--- src/rtl/multicycle_controller.sv ---
// Multicycle instruction-sequencing controller.
// Steps each instruction through FETCH/DECODE/EXECUTE/MEM/WB and drives the
// instruction/data memory handshakes, datapath strobes, PC and retired-count.
module multicycle_controller #(
  parameter int unsigned       PC_WIDTH = 16,
  parameter logic [PC_WIDTH-1:0] RESET_PC = '0
) (
  input  logic                clk,
  input  logic                rst_n,
  input  logic                run,
  input  logic [2:0]          opcode,
  input  logic [PC_WIDTH-1:0] target_addr,
  input  logic                alu_zero,
  output logic                imem_req,
  output logic [PC_WIDTH-1:0] imem_addr,
  input  logic                imem_ack,
  output logic                dmem_req,
  output logic                dmem_we,
  input  logic                dmem_ack,
  output logic                ir_load,
  output logic                alu_en,
  output logic                rf_we,
  output logic [PC_WIDTH-1:0] pc,
  output logic [2:0]          state,
  output logic                halted,
  output logic [15:0]         instr_count
);

  typedef enum logic [2:0] {
    S_IDLE    = 3'd0,
    S_FETCH   = 3'd1,
    S_DECODE  = 3'd2,
    S_EXECUTE = 3'd3,
    S_MEM     = 3'd4,
    S_WB      = 3'd5,
    S_HALT    = 3'd6
  } state_t;

  typedef enum logic [2:0] {
    OP_NOP   = 3'b000,
    OP_ADD   = 3'b001,
    OP_SUB   = 3'b010,
    OP_LOAD  = 3'b011,
    OP_STORE = 3'b100,
    OP_BEQZ  = 3'b101,
    OP_JUMP  = 3'b110,
    OP_HALT  = 3'b111
  } op_t;

  state_t              state_q, state_d;
  op_t                 op_q, op_d;
  logic [PC_WIDTH-1:0] tgt_q, tgt_d;
  logic [PC_WIDTH-1:0] pc_q, pc_d;
  logic [15:0]         cnt_q, cnt_d;

  // State, PC, latched decode fields and retired-instruction counter.
  always_ff @(posedge clk or negedge rst_n) begin
    if (!rst_n) begin
      state_q <= S_IDLE;
      op_q    <= OP_NOP;
      tgt_q   <= '0;
      pc_q    <= RESET_PC;
      cnt_q   <= '0;
    end else begin
      state_q <= state_d;
      op_q    <= op_d;
      tgt_q   <= tgt_d;
      pc_q    <= pc_d;
      cnt_q   <= cnt_d;
    end
  end

  // Next-state, datapath updates and Moore/Mealy strobes.
  // Outputs decode from state so an asynchronous reset drops them at once.
  always_comb begin
    state_d  = state_q;
    op_d     = op_q;
    tgt_d    = tgt_q;
    pc_d     = pc_q;
    cnt_d    = cnt_q;
    imem_req = 1'b0;
    dmem_req = 1'b0;
    dmem_we  = 1'b0;
    ir_load  = 1'b0;
    alu_en   = 1'b0;
    rf_we    = 1'b0;
    halted   = 1'b0;
    case (state_q)
      S_IDLE: begin
        if (run) state_d = S_FETCH;
      end
      S_FETCH: begin
        imem_req = 1'b1;
        if (imem_ack) begin
          ir_load = 1'b1;
          pc_d    = pc_q + PC_WIDTH'(1);
          state_d = S_DECODE;
        end
      end
      S_DECODE: begin
        op_d  = op_t'(opcode);
        tgt_d = target_addr;
        if (op_t'(opcode) == OP_HALT) begin
          cnt_d   = cnt_q + 16'd1;
          state_d = S_HALT;
        end else begin
          state_d = S_EXECUTE;
        end
      end
      S_EXECUTE: begin
        alu_en = 1'b1;
        case (op_q)
          OP_LOAD, OP_STORE: state_d = S_MEM;
          OP_ADD, OP_SUB:    state_d = S_WB;
          default: begin
            if (op_q == OP_JUMP || (op_q == OP_BEQZ && alu_zero)) pc_d = tgt_q;
            cnt_d   = cnt_q + 16'd1;
            state_d = run ? S_FETCH : S_IDLE;
          end
        endcase
      end
      S_MEM: begin
        dmem_req = 1'b1;
        dmem_we  = (op_q == OP_STORE);
        if (dmem_ack) begin
          if (op_q == OP_LOAD) begin
            state_d = S_WB;
          end else begin
            cnt_d   = cnt_q + 16'd1;
            state_d = run ? S_FETCH : S_IDLE;
          end
        end
      end
      S_WB: begin
        rf_we   = 1'b1;
        cnt_d   = cnt_q + 16'd1;
        state_d = run ? S_FETCH : S_IDLE;
      end
      S_HALT: begin
        halted = 1'b1;
      end
      default: state_d = S_IDLE;
    endcase
  end

  assign imem_addr   = pc_q;
  assign pc          = pc_q;
  assign state       = state_q;
  assign instr_count = cnt_q;

endmodule

--- config.mk ---
export PLATFORM = sky130hd
export DESIGN_NAME = multicycle_controller
export DESIGN_NICKNAME = d
export VERILOG_FILES = /design/src/rtl/multicycle_controller.sv
export SDC_FILE = /design/constraint.sdc
export NUM_CORES = 1
export LEC_CHECK = 0
export CORE_ASPECT_RATIO = 0.7
export CORE_MARGIN = 2
export CORE_UTILIZATION = 48
export CTS_CLUSTER_DIAMETER = 100
export DETAILED_ROUTE_END_ITERATION = 12
export PLACE_DENSITY = 0.81
export SLEW_MARGIN = 20
export SYNTH_ARGS = -nofsm -noshare
export SYNTH_HDL_FRONTEND = slang
export SYNTH_SLANG_ARGS = --single-unit
--- constraint.sdc ---
create_clock -name clk -period 2.3 [get_ports clk]
set_input_delay 0.46 -clock clk [delete_from_list [all_inputs] [get_ports clk]]
set_output_delay 0.46 -clock clk [all_outputs]
set_load 0.05 [all_outputs]
==> impl_metrics.toml <==
[status]
outcome = "finished, final reports clean"

[sta]
layout_worst_path_cycle_share_pct = 95.40
rsz0062_at_grt = "false"
finalSetupViolCount = 0
fmax_mhz = 455.7
worst_slew_pin_slew_ns = 0.5104
finalMaxSlewViolations = 0
finalSetupTns_ns = 0
fin_crit_ns = 2.194
finClkSkew_ns = 0.004884
whs_ns = 0.1020
maxSlewHeadroom_pct = 65.87
finalHoldViolCount = 0

[synthesis]
ys_ff_latch = 54
ys_types = 51
synthArstFlopShare_pct = 100.0
ys_seq_area_share_pct = 46.65
ys.warnings.count = 0
syn_avg_cell_area_um2 = 10.13
synth_edf_count = 0
synth_fp_nets = 313
synth_flop_cell = "dfrtp_1"
syn_inst = 286
synth.cell_area_um2 = 2897

[setup_path]
criticalPathCategory = "reg -> out"
r2r_cells = 6
cp-endpoint = "dmem_we"
startpoint_type = "flop"
r2r-start = "state[2]"
cpPeakStageDelay_ns = 0.51
crit_fanout = 12
crit_family = "simple AND/OR/NAND/NOR gates"
crit_chain = "or3b_1 > clkinvlp_4 > and3_2 > buf_12"
worst_ep_required_time_ns = 1.84
cp_num_buf_inv = 2
critPathLaunch = "state[1]"
end_kind = "primary output"
cp.arrival_ns = 1.73
worst-path-stages = 4
rrSetupSlack_ns = 0.38
regToRegEndpoint = "instr_count[11]"
cpMaxStageDelayCell = "dfrtp_2"

[clock_network]
path_clk_slew_ns = 0.09
clk_path_buf_depth = 2
cts_resized = 0
cts_tree = "yes"
cts_setup_buffers = 0
cts_buffers = 5
cts-root-buf = "clkbuf_8"
clk_latency_ns = 0.29
clkSinkCount = 54
cts_hold_buf = 0
htree_levels = 2

[floorplan]
chipHeight_um = 69.00
start_util_pct = 50.08
fp-row-count = 23
io_pins = 83
dieArea_um2 = 6682
coreArea_um2 = 5784
fp.dieW_um = 96.85

[detailed_routing]
routed_wirelength_mm = 6.552
routedWlPerCell_um = 15.38
drtPass1Iterations = 4
vias = 2340
postRouteAntennaNets = 0
dr.first_iter.drc_count = 142
viasPerCell = 5.493
drc = 0

[finish]
final_cell_mix = "clkdlybuf4s50_1 (74), dfrtp_1 (51), nor2_1 (21), nand2_1 (21), a21oi_1 (21)"
fin_cells = 426
drive_gt1_share_pct = 16.81
syn_to_final_growth_pct = 31.79
final_common_cell = "clkdlybuf4s50_1"
finalNetCount = 377
final_cell_area_um2 = 3817
num_antenna_cells = 0

[place]
dp.cells = 418
dpl_cell_area_um2 = 3709
gp_congestion = 0.8845
hpwlAfterDp_mm = 4.885
place.port_buffers = 82

[power]
p_leak_nw = 1.604
peakVddDrop_v = 0.0008312
power_density_nw_per_um2 = 1587
fin_total_pwr_mw = 6.059

[global_route]
grt_pass1_vias = 2193
antenna_found_initial = 0
grt_overflow = 0
grt_max_degree = 37
grtUsageTotal_pct = 20.06
grt_pass1_wl_mm = 10.75

[run]
maxCapViolCount = 0

[min_path]
hp-class = "in -> async"
## kinds of logic (layout without fill, tap and decap cells)
logic type	count (synthesis)	after routing	synth area share (%)
buffers and inverters	38	103	8.509
xor gates and xnor gates	15	15	4.535
muxes	23	23	8.812
AOI/OAI and AO/OA	61	61	13.69
and+or+nand+nor	93	93	16.93
adders and majority gates	2	2	0.8638
DFF	54	54	46.65
## metal layers
metal,GRT usage (%),routed length (um),vias up
met5,0,0,-
met4,3.521,31,0
met3,4.435,364,2
met2,32.55,3010,68
met1,28.45,3145,1133
li1,-,-,1137
## cells in the mapped netlist, drive strengths merged (5+ instances only)
cell type / n / area, um2
and3: 6 / 37.54
inv: 9 / 36.29
nor2: 22 / 82.58
xnor2: 5 / 43.79
o21ai: 11 / 55.05
nor3: 9 / 55.05
xor2: 10 / 87.58
dfrtp: 54 / 1351
nand3: 16 / 92.59
nand2: 21 / 78.83
buf: 24 / 190.2
mux2: 20 / 225.2
o22ai: 7 / 43.79
a21oi: 21 / 105.1
clkbuf: 5 / 20.01
## sequential cells by signal (all words and copies together), names as in the netlist
register and count:
imem_addr 16, tgt_q 16, instr_count 16, state 3, op_q 3
## final cells by class
type	count	area [um2]
clock inverter	3	40.04
fill	456	1967
inverter	9	42.54
tap	75	93.84
multi-input combinational	194	1314
timing repair buffer	86	903.4
clock buffer	5	68.82
sequential	54	1355
## stage by stage
stage          util (%)  setup slack [ns]
6_report          66.00            0.1057
5_1_grt           66.00           0.05045
3_3_place_gp      64.11            0.1528
3_5_place_dp      64.11           0.07200
2_1_floorplan         -           0.02334
4_1_cts           66.00           0.09282
## how the worst min path moves through the flow
stage	startpoint	end	slack, ns	cells after the start
after CTS	rst_n	imem_addr[8]	0.11	1
after detailed placement	rst_n	imem_addr[8]	0.43	1
after global routing	rst_n	imem_addr[7]	0.12	1
final	rst_n	imem_addr[8]	0.10	1
after floorplan	rst_n	imem_addr[0]	0.16	0
after global placement	rst_n	imem_addr[8]	0.43	1
## power breakdown
| group | switching [mW] | internal (mW) |
|---|---|---|
| sequential | 0.492 | 1.34 |
| combinational | 2.25 | 1.36 |
| clock | 0.300 | 0.321 |
Note: power is estimated with default switching activity, not from simulation.
